### src/rtl/mux_pkg.sv
// Shared constants and helpers for the N-to-1 registered round-robin multiplexer.
package mux_pkg;

  localparam logic MODE_STATIC = 1'b0;
  localparam logic MODE_RR     = 1'b1;

  // Ceiling log2 for elaboration-time widths.
  function automatic int clog2(input int value);
    int result;
    result = 32'sd0;
    while ((32'sd1 << result) < value) begin
      result = result + 32'sd1;
    end
    return result;
  endfunction

endpackage

### src/rtl/mux_nto1_rr_if.sv
// Producer/consumer handshake bundle for mux_nto1_rr; the DUT sits on the slave modport.
interface mux_nto1_rr_if
  import mux_pkg::*;
#(
  parameter int WIDTH = 4,
  parameter int NCH   = 4
);
  localparam int SELW = clog2(NCH);

  logic                   mode;
  logic [SELW-1:0]        sel;
  logic [NCH*WIDTH-1:0]   in_data;
  logic [NCH-1:0]         in_valid;
  logic [NCH-1:0]         in_ready;
  logic [WIDTH-1:0]       out_data;
  logic [SELW-1:0]        out_ch;
  logic                   out_valid;
  logic                   out_ready;

  modport master (
    output mode, sel, in_data, in_valid, out_ready,
    input  in_ready, out_data, out_ch, out_valid
  );

  modport slave (
    input  mode, sel, in_data, in_valid, out_ready,
    output in_ready, out_data, out_ch, out_valid
  );

endinterface

### src/rtl/rr_arbiter.sv
// Combinational round-robin arbiter: first requester after ptr, wrapping modulo NCH.
module rr_arbiter
  import mux_pkg::*;
#(
  parameter  int NCH  = 4,
  localparam int SELW = clog2(NCH)
) (
  input  logic [NCH-1:0]  req,
  input  logic [SELW-1:0] ptr,
  output logic [NCH-1:0]  grant,
  output logic [SELW-1:0] grant_idx
);

  logic            w_found;
  logic [SELW-1:0] w_cand;

  // Search ptr+1, ptr+2, ... ptr+NCH; the last candidate is ptr itself.
  always_comb begin
    grant     = '0;
    grant_idx = '0;
    w_found   = 1'b0;
    w_cand    = '0;
    for (int k = 1; k <= NCH; k++) begin
      w_cand = SELW'((int'(ptr) + k) % NCH);
      if (!w_found && req[w_cand]) begin
        grant[w_cand] = 1'b1;
        grant_idx     = w_cand;
        w_found       = 1'b1;
      end else begin
        w_found = w_found;
      end
    end
  end

endmodule

### src/rtl/mux_nto1_rr.sv
// N-channel registered multiplexer with static or round-robin selection and a
// one-entry output register that drains and reloads in the same cycle.
module mux_nto1_rr
  import mux_pkg::*;
#(
  parameter  int WIDTH = 4,
  parameter  int NCH   = 4,
  localparam int SELW  = clog2(NCH)
) (
  input  logic           clk,
  input  logic           rst_n,
  mux_nto1_rr_if.slave   bus
);

  logic [NCH-1:0]   w_rr_grant;
  logic [SELW-1:0]  w_rr_idx;
  logic [NCH-1:0]   w_static_grant;
  logic [NCH-1:0]   w_grant;
  logic [SELW-1:0]  w_idx;
  logic [NCH-1:0]   w_in_ready;
  logic [WIDTH-1:0] w_sel_data;
  logic             w_load_en;
  logic             w_xfer;

  logic [SELW-1:0]  r_ptr;
  logic [WIDTH-1:0] r_out_data;
  logic [SELW-1:0]  r_out_ch;
  logic             r_out_valid;

  rr_arbiter #(.NCH(NCH)) u_arb (
    .req       (bus.in_valid),
    .ptr       (r_ptr),
    .grant     (w_rr_grant),
    .grant_idx (w_rr_idx)
  );

  // Static grant is independent of in_valid; an out-of-range sel grants nothing.
  always_comb begin
    w_static_grant = '0;
    if (int'(bus.sel) < NCH) begin
      w_static_grant[bus.sel] = 1'b1;
    end else begin
      w_static_grant = '0;
    end
  end

  // Mode select and handshake; ready is held low while reset is asserted.
  always_comb begin
    w_load_en = !r_out_valid || bus.out_ready;
    if (bus.mode == MODE_RR) begin
      w_grant = w_rr_grant;
      w_idx   = w_rr_idx;
    end else begin
      w_grant = w_static_grant;
      w_idx   = bus.sel;
    end
    w_in_ready = w_grant & {NCH{w_load_en & rst_n}};
    w_xfer     = |(bus.in_valid & w_in_ready);
  end

  // One-hot data select driven by the active grant.
  always_comb begin
    w_sel_data = '0;
    for (int i = 0; i < NCH; i++) begin
      if (w_grant[i]) begin
        w_sel_data = bus.in_data[i*WIDTH +: WIDTH];
      end else begin
        w_sel_data = w_sel_data;
      end
    end
  end

  // Output register and round-robin pointer; both freeze while the output stalls.
  always_ff @(posedge clk or negedge rst_n) begin
    if (!rst_n) begin
      r_out_valid <= 1'b0;
      r_out_data  <= '0;
      r_out_ch    <= '0;
      r_ptr       <= SELW'(NCH - 1);
    end else if (w_load_en) begin
      if (w_xfer) begin
        r_out_valid <= 1'b1;
        r_out_data  <= w_sel_data;
        r_out_ch    <= w_idx;
        if (bus.mode == MODE_RR) begin
          r_ptr <= w_idx;
        end
      end else begin
        r_out_valid <= 1'b0;
      end
    end
  end

  assign bus.in_ready  = w_in_ready;
  assign bus.out_data  = r_out_data;
  assign bus.out_ch    = r_out_ch;
  assign bus.out_valid = r_out_valid;

endmodule

### src/flat_wrapper.sv
// flat-port wrapper written by rule: the top's interface ports become plain ports
module mux_nto1_rr_flat import mux_pkg::*;
#(
  parameter  int WIDTH = 4,
  parameter  int NCH   = 4,
  localparam int SELW  = clog2(NCH)
)
  (clk, rst_n, bus_mode, bus_sel, bus_in_data, bus_in_valid, bus_out_ready, bus_in_ready, bus_out_data, bus_out_ch, bus_out_valid);
  mux_nto1_rr_if #(.WIDTH(WIDTH), .NCH(NCH)) bus_i ();
  input  logic clk;
  input  logic rst_n;
  input wire logic [$bits(bus_i.mode)-1:0] bus_mode;
  input wire logic [$bits(bus_i.sel)-1:0] bus_sel;
  input wire logic [$bits(bus_i.in_data)-1:0] bus_in_data;
  input wire logic [$bits(bus_i.in_valid)-1:0] bus_in_valid;
  input wire logic [$bits(bus_i.out_ready)-1:0] bus_out_ready;
  output wire logic [$bits(bus_i.in_ready)-1:0] bus_in_ready;
  output wire logic [$bits(bus_i.out_data)-1:0] bus_out_data;
  output wire logic [$bits(bus_i.out_ch)-1:0] bus_out_ch;
  output wire logic [$bits(bus_i.out_valid)-1:0] bus_out_valid;
  assign bus_i.mode = bus_mode;
  assign bus_i.sel = bus_sel;
  assign bus_i.in_data = bus_in_data;
  assign bus_i.in_valid = bus_in_valid;
  assign bus_i.out_ready = bus_out_ready;
  assign bus_in_ready = bus_i.in_ready;
  assign bus_out_data = bus_i.out_data;
  assign bus_out_ch = bus_i.out_ch;
  assign bus_out_valid = bus_i.out_valid;
  mux_nto1_rr #(.WIDTH(WIDTH), .NCH(NCH)) u_core (.clk(clk), .rst_n(rst_n), .bus(bus_i));
endmodule
### config.mk
export PLATFORM = sky130hd
export DESIGN_NAME = mux_nto1_rr_flat
export DESIGN_NICKNAME = d
export VERILOG_FILES = /design/src/rtl/mux_pkg.sv /design/src/rtl/mux_nto1_rr_if.sv /design/src/rtl/rr_arbiter.sv /design/src/rtl/mux_nto1_rr.sv /design/src/flat_wrapper.sv
export SDC_FILE = /design/constraint.sdc
export NUM_CORES = 1
export LEC_CHECK = 0
export ABC_CLOCK_PERIOD_IN_PS = 4900
export CAP_MARGIN = 20
export CORE_MARGIN = 2
export CORE_UTILIZATION = 35
export CTS_CLUSTER_DIAMETER = 150
export DETAILED_ROUTE_END_ITERATION = 10
export PLACE_DENSITY_LB_ADDON = 0.2
export SYNTH_ARGS = -nofsm -noshare
export SYNTH_HDL_FRONTEND = slang
export SYNTH_SLANG_ARGS = --single-unit
### constraint.sdc
create_clock -name clk -period 4.9 [get_ports clk]
set_clock_uncertainty 0.15 [all_clocks]
set_input_delay 1.47 -clock clk [delete_from_list [all_inputs] [get_ports clk]]
set_output_delay 1.47 -clock clk [all_outputs]
set_load 0.02 [all_outputs]
==> impl_summary.md <==
Run status
The run finished with clean final reports.

Clock tree
In this run, CTS created clock tree buffers numbering 3. The tree built by TritonCTS fans out to 9 sinks. TritonCTS built the clock tree. The tree is rooted in a clkbuf_8. Clock-pin slew was measured on the worst setup and hold paths at 40 ps. In this run the number of H-tree levels came out at 1. The clock passes through at most 2 buffers. The insertion delay to the later sink of the worst-skew pair is 230 ps. In this run, post-CTS hold repair placed 0 buffers.

Critical path
The worst path arrival time is 3220 ps. The setup slack of the most critical reg-to-reg path is 1420 ps. The path depth of the worst reg2reg path is 11. The setup path with the least slack is of type in -> out. In this run the critical register-to-register path is captured at u_core.bus.out_data[1]. STA puts the critical path data required time at around 3300 ps.

The source of the worst register-to-register timing path is u_core.r_ptr[0]. Traced cell by cell, the critical path runs through buf_6 > mux4_2 > buf_4 > buf_6 > a21oi_1 > o31a_1 > a31oi_4 > nor2b_1 > buf_4. The largest individual stage delay along the critical path comes from the cell mux4_2.

The buffering stage count on the worst path with inverters included is 4. The maximum cell stage delay along the critical path is roughly 570 ps. The family with the most delay on the worst path is buffers and inverters. Along the worst path, the maximum fanout reaches 6.

The capturing element type of the critical path is an output port. STA classifies the critical path startpoint as a primary input.

Pwr
The maximum vdd ir drop is ~0.47 mV. The total leakage power is roughly 0.91 nW. The fraction of power consumed by the clock network is around 5.8%. The reported net switching power is 0.640 mW. The internal power contribution is 0.774 mW. Power spread over the standard cell area amounts to 654 mW/mm². The sequential power share is 9.7%. In this run, the combinational gates consume a little over four fifths of the power.

The switching share of power is 45.3%.

Die
Measured along the y axis, the die boundary spans 65.8 µm. The floorplan step defined a core boundary enclosing 0.00366 mm². The number of I/O pins is 37.

The horizontal extent of the die is 65.8 µm. The die covers 0.00432 mm². Once the floorplan was initialized, standard cells occupied about 36% of the core. The floorplan has 22 rows.

Route
The final layout contains routed wiring with a total length of approximately 4500 µm. In the final routed layout, each cell accounts on average for approximately 16 µm. In the routed design, unresolved DRC markers number 0.

Detailed routing inserted a total of between 1500 and 2000 vias. After the first detailed-routing iteration, the DRC count stood at 74. In this run the remaining antenna-violating nets after routing total 0. The number of search-and-repair iterations in the first detailed-routing pass is 4. Dividing the detail-routed via count by the number of cells gives 5.71.

Synth
The count of mapped cells out of synthesis is 158. The fraction of synthesized cell area taken by the top area cell type is 13.1%. In this run, synthesis inferred 0 flip-flops with an integrated enable. By area the synthesized netlist is led by dfrtp_1 (13%), ha_1 (7.5%), mux2_2 (5.9%). The number of nets in the synthesized netlist is approximately 190. In this run the mean area of a mapped cell was ~8.4 µm². In this run the cell area of the synthesized design comes to about 0.0013 mm². In the synthesized netlist the dominant register cell turns out to be dfrtp_1.

For this run, asynchronously set or reset flops after synthesis account for 100%. The count of different cell masters after synthesis is 49. Summed over all instances, the cell type with the most area after synthesis is dfrtp_1. The synthesized design contains 9 register bits. The number of warnings reported in the yosys synthesis log is 0.

Summing the sequential cell areas from Yosys gives 17.1% of the chip area.

Global routing
The number of global-route vias before repair is 1595. The global-route congestion overflow total is 0. The global-route total usage across every layer is around 22%.

The largest net degree at the start of global routing is 22. The initial antenna violation count is 0. The first-pass GRT wire length is 7590 µm.

Final layout
The utilization after layout is 59.1%. Summing all non-filler instances in the final layout gives an area of 0.00216 mm². For this run, the post-layout net count is between 200 and 300. The synthesis-to-layout area growth is 61.9%. The fill cell instance count of the final layout is 329. The share of cells above drive strength 1 is about a third.

The area taken by multi-input logic gates is 0.00107 mm². 0 antenna diodes ended up in the layout. The area used by sequential logic in the layout is 228 µm².

Min path
In this run the most critical hold path is launched from u_core.bus.out_ch[1]. The tightest min-delay check is of the reg -> reg type. The end of the worst hold path is u_core.bus.out_ch[1].

The cell count of the worst hold path is 1.

Placement
At the end of routability-driven placement, the weighted congestion stood at 0.919. The count of buffers added on input and output ports is 36. The half-perimeter wire length after detailed placement is 3590 µm.

The placement-stage worst setup slack is -703 ps. The total cell area at the placement stage is 0.00204 mm².

STA
The maximum frequency from static timing analysis is 0.207 GHz. In this run the tightest slew margin relative to its limit is 66.8%. Setup slack closes at ~60 ps. The hold violation count in the final report is 0. The worst path needs 4840 ps of the cycle, external delays included. The max-slew violation count came to 0.

The actual slew at the worst max-slew pin is 495 ps. The worst hold-check slack is 346 ps. The final critical path takes up 98.8% of the cycle. Setup repair after global routing left no endpoint under its margin.

The number of failing setup endpoints in the final timing report is 0.

Job
Max-cap violations in this run came to 0.
[how the worst max path moves through the flow]
stage	start	endpoint	slack, ps	cells past startpoint
global placement	bus_in_valid[2]	bus_in_ready[1]	-660	9
global route	bus_in_valid[2]	bus_in_ready[1]	20	8
finish	bus_in_valid[2]	bus_in_ready[0]	60	9
detailed placement	bus_in_valid[0]	bus_in_ready[2]	-700	7
CTS	bus_in_valid[2]	bus_in_ready[1]	10	8
floorplan	bus_in_valid[0]	bus_in_ready[0]	130	6
[state kept, by name (all words and copies together) (netlist names)]
name / cells
u_core.bus.out_data: 4
u_core.r_ptr: 2
u_core.bus.out_valid: 1
u_core.bus.out_ch: 2
[cells by family (layout without fill, tap and decap cells)]
logic type | count (synthesis) | in the layout | synth area share (%)
mux | 17 | 17 | 15.7
simple gates | 53 | 53 | 20.4
compound gates | 53 | 53 | 33.4
fa+ha+maj | 8 | 8 | 7.50
flops | 9 | 9 | 17.1
buf+inv | 18 | 98 | 6.00
[through the flow]
| step | total power, mW | std cells | TNS (ps) |
|---|---|---|---|
| floorplan | 0.787 | 158 | 0 |
| global route | 1.53 | 286 | 0 |
| CTS | 1.39 | 285 | 0 |
| detailed placement | 1.21 | 276 | -2690 |
| finish | 1.41 | 286 | 0 |
| global placement | 1.19 | 276 | -2510 |
[placed cells by master (no fill, tap or decap), types with 4 or more instances in the layout]
| cell type | synthesis | layout |
|---|---|---|
| mux2_2 | 7 | 6 |
| o22ai_1 | 7 | 6 |
| ha_1 | 8 | 8 |
| nand3_1 | 8 | 8 |
| nor4_1 | 4 | 4 |
| buf_4 | 0 | 48 |
| and3_1 | 4 | 4 |
| nand2_1 | 10 | 10 |
| mux2_1 | 4 | 4 |
| a21oi_1 | 7 | 7 |
| inv_1 | 9 | 9 |
| buf_6 | 1 | 6 |
| nand2b_1 | 6 | 6 |
| dfrtp_1 | 7 | 7 |
| mux2i_1 | 4 | 4 |
| a311oi_1 | 5 | 5 |
| nor2_1 | 9 | 9 |
| o21ai_0 | 7 | 7 |
| clkdlybuf4s50_1 | 0 | 28 |
[layer usage]
layer / up-vias / global-route usage, % / wire length, µm
met5: - / 0 / 0
met4: 0 / 8.59 / 82
met3: 10 / 1.71 / 232
met2: 57 / 36.6 / 2310
met1: 788 / 30.2 / 1880
li1: 779 / - / -
[synthesized netlist by cell type, types with 2 or more instances]
library cell,number
nand4_1,3
buf_2,3
inv_1,9
dfstp_2,2
o221ai_1,2
a311oi_1,5
dfrtp_1,7
o21ai_0,7
nor2_1,9
o22a_1,2
o22ai_1,7
clkbuf_1,4
mux4_2,2
mux2_2,7
mux2_1,4
o31ai_1,2
a22oi_1,2
nor4_1,4
mux2i_1,4
o221a_2,3
nor3b_1,2
and3_1,4
a2111oi_2,2
ha_1,8
a21oi_1,7
nor3_1,3
nand2b_1,6
nand3_1,8
nand2_1,10
[power groups by stage]
stage / sequential, mW / combinational, mW / clock [mW]
detailed placement: 0.139 / 1.07 / 0
finish: 0.138 / 1.19 / 0.0824
CTS: 0.138 / 1.17 / 0.0859
floorplan: 0.180 / 0.607 / 0
global route: 0.142 / 1.30 / 0.0908
global placement: 0.135 / 1.05 / 0
[repair_timing]
| item | CTS | global route |
|---|---|---|
| setup endpoints to repair | 4 | 4 |
| pin swaps | 5 | 3 |
| gates resized for setup | 36 | 13 |
| gates cloned | 0 | 0 |
| buffers inserted | 5 | 1 |
| hold endpoints to repair | 0 | 0 |
[area by class of cell]
cell class | count | area share, %
clock buffer | 4 | 2.08
inverter | 9 | 1.56
multi-input combinational | 131 | 49.6
sequential | 9 | 10.5
tap | 48 | 2.78
timing repair buffer | 85 | 33.4
Power figures use the tool's default switching activity.
